===== src/rtl/uop_pkg.sv =====
// Shared definitions for the micro-op sequencer and its ROM neighbourhood.
package uop_pkg;

  localparam int UOP_W  = 8;
  localparam int ROM_AW = 8;

  // ROM word that terminates a routine
  localparam logic [UOP_W-1:0] END_CODE_DEFAULT = 8'h00;

  typedef enum logic [1:0] {
    IDLE,
    FETCH,
    DECODE,
    HOLD
  } state_t;

endpackage


===== src/rtl/uop_sequencer.sv =====
// Micro-op sequencer: walks the micro-op ROM from a decoder-supplied entry
// address and hands each fetched micro-op to the execution unit over a
// valid/ready handshake. A routine ends on END_CODE, or aborts once MAX_LEN
// micro-ops have been issued or the address would wrap past 8'hFF.
module uop_sequencer
  import uop_pkg::*;
#(
  parameter int unsigned       MAX_LEN  = 16,
  parameter logic [UOP_W-1:0]  END_CODE = END_CODE_DEFAULT
) (
  input  logic              CS,
  input  logic              cen,
  input  logic              req_valid,
  input  logic [ROM_AW-1:0] req_entry,
  output logic              req_ready,
  input  logic              flush,
  output logic [ROM_AW-1:0] add,
  input  logic [UOP_W-1:0]  rom_uop,
  output logic              uop_valid,
  output logic [UOP_W-1:0]  uop_data,
  input  logic              uop_ready,
  output logic              busy,
  output logic              done,
  output logic              err_overrun
);

  localparam logic [7:0] MAX_LEN_C = 8'(MAX_LEN);

  state_t     state;
  logic [7:0] count;

  assign req_ready = (state == IDLE);
  assign busy      = (state != IDLE);

  // Sequencer FSM with registered handshake and status outputs
  always_ff @(posedge CS or negedge cen) begin
    if (!cen) begin
      state       <= IDLE;
      add         <= '0;
      uop_data    <= '0;
      uop_valid   <= 1'b0;
      done        <= 1'b0;
      err_overrun <= 1'b0;
      count       <= '0;
    end else begin
      done        <= 1'b0;
      err_overrun <= 1'b0;
      // flush pre-empts every non-IDLE action, including a same-cycle
      // handshake in HOLD, so that micro-op is treated as not consumed
      if (state != IDLE && flush) begin
        uop_valid <= 1'b0;
        state     <= IDLE;
      end else begin
        case (state)
          IDLE: begin
            if (req_valid) begin
              add   <= req_entry;
              count <= '0;
              state <= FETCH;
            end
          end
          FETCH: begin
            state <= DECODE;
          end
          DECODE: begin
            if (rom_uop == END_CODE) begin
              done  <= 1'b1;
              state <= IDLE;
            end else begin
              uop_data  <= rom_uop;
              uop_valid <= 1'b1;
              state     <= HOLD;
            end
          end
          HOLD: begin
            if (uop_valid && uop_ready) begin
              uop_valid <= 1'b0;
              count     <= count + 8'd1;
              if ((count + 8'd1) == MAX_LEN_C || add == 8'hFF) begin
                err_overrun <= 1'b1;
                state       <= IDLE;
              end else begin
                add   <= add + 8'd1;
                state <= FETCH;
              end
            end
          end
          default: state <= IDLE;
        endcase
      end
    end
  end

endmodule


===== config.mk =====
export PLATFORM = sky130hd
export DESIGN_NAME = uop_sequencer
export DESIGN_NICKNAME = d
export VERILOG_FILES = /design/src/rtl/uop_pkg.sv /design/src/rtl/uop_sequencer.sv
export SDC_FILE = /design/constraint.sdc
export NUM_CORES = 1
export LEC_CHECK = 0
export CORE_MARGIN = 10
export CORE_UTILIZATION = 52
export CTS_CLUSTER_DIAMETER = 200
export CTS_CLUSTER_SIZE = 20
export DETAILED_ROUTE_END_ITERATION = 10
export GPL_TIMING_DRIVEN = 0
export HOLD_SLACK_MARGIN = 0.02
export PLACE_DENSITY_LB_ADDON = 0.05
export SLEW_MARGIN = 15
export SYNTH_ARGS = -nofsm -noshare
export SYNTH_HDL_FRONTEND = slang
export SYNTH_SLANG_ARGS = --single-unit

===== constraint.sdc =====
create_clock -name CS -period 4.1 [get_ports CS]
set_clock_uncertainty 0.15 [all_clocks]
set_input_delay 0.82 -clock CS [delete_from_list [all_inputs] [get_ports CS]]
set_output_delay 0.82 -clock CS [all_outputs]
set_load 0.01 [all_outputs]

==> results_dict.tcl <==
set metrics [dict create \
    status "complete, no violations" \
    power.density_mw_per_mm2 599 \
    critPathSlowestCell "clkdlybuf4s50_1" \
    avgSynthCellArea_sq_um 10.0 \
    wl_per_cell_microns 17.2 \
    numCtsBuffers 5 \
    finalMaxSlewViolations 0 \
    fillers 234 \
    crit_chain "clkdlybuf4s50_1, nand2_1, nor3_2, nor2_2, nor4b_2, a21oi_1, a211o_1" \
    initial_utilization_pct 53.4 \
    die_h_microns 75.5 \
    max_freq_mhz 353 \
    vias 1458 \
    placementRows 20 \
    drive_gt1_share_pct 16.3 \
    ys_ff_latch 29 \
    ys_async_sr_fraction_pct 100 \
    ff_latch_area_sq_um 726 \
    die_w_microns 75.5 \
    die_area_sq_mm 0.00571 \
    cts_tree "done" \
    finalCritPeriodShare_pct 69.0 \
    place_congestion 0.855 \
    dp_slack_ps 1020 \
    tns_ps 0 \
    synth_top_area_cell "dfrtp_1" \
    nets 232 \
    cp_slowest_stage_delay_ps 530 \
    ys_warn_count 0 \
    relSlewSlack_pct 55.6 \
    clk_pin_slew_ps 100 \
    final_core_util_pct 71.1 \
    syn-num-nets 184 \
    stdcell_count 242 \
    n_antenna_cell 0 \
    cts_buffer_depth 2 \
    maxCapViolations 0 \
    worstPathRequired_ps 4160 \
    worst-path-buf-inv 1 \
    dr.pass1.iters 4 \
    cts_num_sinks 29 \
    yosysUniqueCellTypes 54 \
    synthCells 160 \
    ys_seq_area_share_pct 45.2 \
    dpl.hpwl_microns 3040 \
    ant_nets 0 \
    dp_cells 234 \
    final_hold_viol_count 0 \
    ctsHoldBuffers 0 \
    netlist_area_sq_mm 0.00160 \
    synth-edff-count 0 \
    multi_input_area_sq_um 811 \
    cp_max_fo 10 \
    rsz0062_at_grt "no" \
    port_buffers 41 \
    synth.area.top_cells "dfrtp_1 (45%), mux2_2 (5.6%), o21ai_0 (4.1%)" \
    antenna_found_initial 0 \
    critPathArrivalTime_ps 2890 \
    grt_pass1_vias 1542 \
    area_delta_synth_final_pct 33.2 \
    hold_path.class "in -> async" \
    htreeDepth 2 \
    grt_pass1_wl_microns 7080 \
    grt_use_total_pct 16.1 \
    drt_iter0_markers 116 \
    critPathCaptureType "flop" \
    path_class "in -> reg" \
    vias_per_cell 6.02 \
    synthFlopType "dfrtp_1" \
    rrSetupSlack_ps 1640 \
    grt-ovfl-total 0 \
    leakage_nw 0.898 \
    core_area_sq_mm 0.00300 \
    fin_hold_ws_ps 363 \
    finalWirelength_microns 4160 \
    ir_drop_v 0.000393 \
    setup_violations 0 \
    critPathTopFamily "simple AND/OR/NAND/NOR gates" \
    cts-resized-gates 0 \
    start_kind "input port" \
    fin_ws_ps 1270 \
    fin_crit_ps 2830 \
    io_pins 42 \
    clockRootBuffer "clkbuf_4" \
    drc 0 \
    synth_top_area_share_pct 45.2 \
    clock_latency_ps 330 \
    worst-slew-pin-transition_ps 666 \
    cts_setup_buffers 0 \
    grt_start_max_net_pins 30 \
]
cell usage in the layout, fill, tap and decap left out, drive strengths merged, types with 3 or more instances in the layout:
cell type / instances
and3: 5
nor2: 10
nand4: 3
a21oi: 6
ha: 3
nand2: 16
dfrtp: 29
clkdlybuf4s50: 40
buf: 8
and2: 4
nand3: 4
o21ai: 13
mux2: 8
nor3: 6
and4: 3
clkbuf: 9
a211oi: 3
power by group:
part / internal (mW) / switching, mW / total, mW / leakage (nW)
clock network: 0.146 / 0.0997 / 0.245 / 0.0455
logic: 0.322 / 0.255 / 0.577 / 0.491
registers: 0.377 / 0.0796 / 0.456 / 0.362
total: 0.844 / 0.435 / 1.28 / 0.898
metal layers:
metal	global-route usage (%)	wire length, microns	vias up
li1	-	-	694
met1	16.7	1650	723
met2	27.1	2100	36
met3	8.59	362	5
met4	5.57	42	0
met5	0	0	-
final timing paths:
path | to | from | cells after the start
hold reg to reg | uop_data[6]$_DFFE_PN0P_ | uop_data[6]$_DFFE_PN0P_ | 1
setup reg to reg | add[2]$_DFFE_PN0P_ | count[0]$_DFFE_PN0P_ | 9
hold / removal | count[6]$_DFFE_PN0P_ | cen | 1
max in group asynchronous | uop_data[7]$_DFFE_PN0P_ | cen | 1
min in group CS | uop_data[6]$_DFFE_PN0P_ | uop_data[6]$_DFFE_PN0P_ | 1
setup / recovery | add[7]$_DFFE_PN0P_ | uop_ready | 7
stage by stage:
stage	power, mW	instance area, sq um
after global placement	1.03	2060
final	1.28	2140
after CTS	1.29	2140
after floorplan	0.753	1600
after detailed placement	1.04	2050
after global routing	1.37	2140
cell families after synthesis:
logic type      count (synthesis)  share of synthesized area, %
compound gates                 42                          18.3
xor+xnor                        2                          1.09
fa+ha+maj                       3                          2.34
buf+inv                        11                          4.21
flops                          29                          45.2
mux                             9                          6.24
simple gates                   64                          22.5
synth_stat cells (2+ instances only):
| cell | count |
|---|---|
| a311o_1 | 2 |
| buf_2 | 3 |
| a211o_1 | 2 |
| buf_4 | 2 |
| o21ai_0 | 13 |
| or3_1 | 2 |
| dfrtp_1 | 29 |
| and2_1 | 4 |
| nor2b_1 | 2 |
| nand3_1 | 4 |
| ha_1 | 3 |
| clkbuf_1 | 2 |
| nand2_1 | 16 |
| a31oi_1 | 2 |
| a21oi_1 | 6 |
| nor2_2 | 2 |
| and3_1 | 4 |
| a311oi_1 | 2 |
| buf_6 | 2 |
| mux2_2 | 8 |
| nor2_1 | 8 |
| o31ai_1 | 2 |
| nor4_1 | 2 |
| nand4_1 | 3 |
| nor3_1 | 5 |
| a211oi_1 | 2 |
flip-flops by register name (all words and copies together), names as in the netlist:
name	count
uop_data	8
count	8
add	8
err_overrun	1
done	1
state	2
uop_valid	1
area by class of cell:
cell class                 count  share of cell area, %
sequential                    29                   34.0
clock inverter                 1                   1.41
clock buffer                   7                   2.58
timing repair buffer          41                   19.0
buffer                         9                   2.81
tap                           33                   1.93
inverter                       2                  0.351
multi-input combinational    120                   38.0
Power figures use the tool's default switching activity.
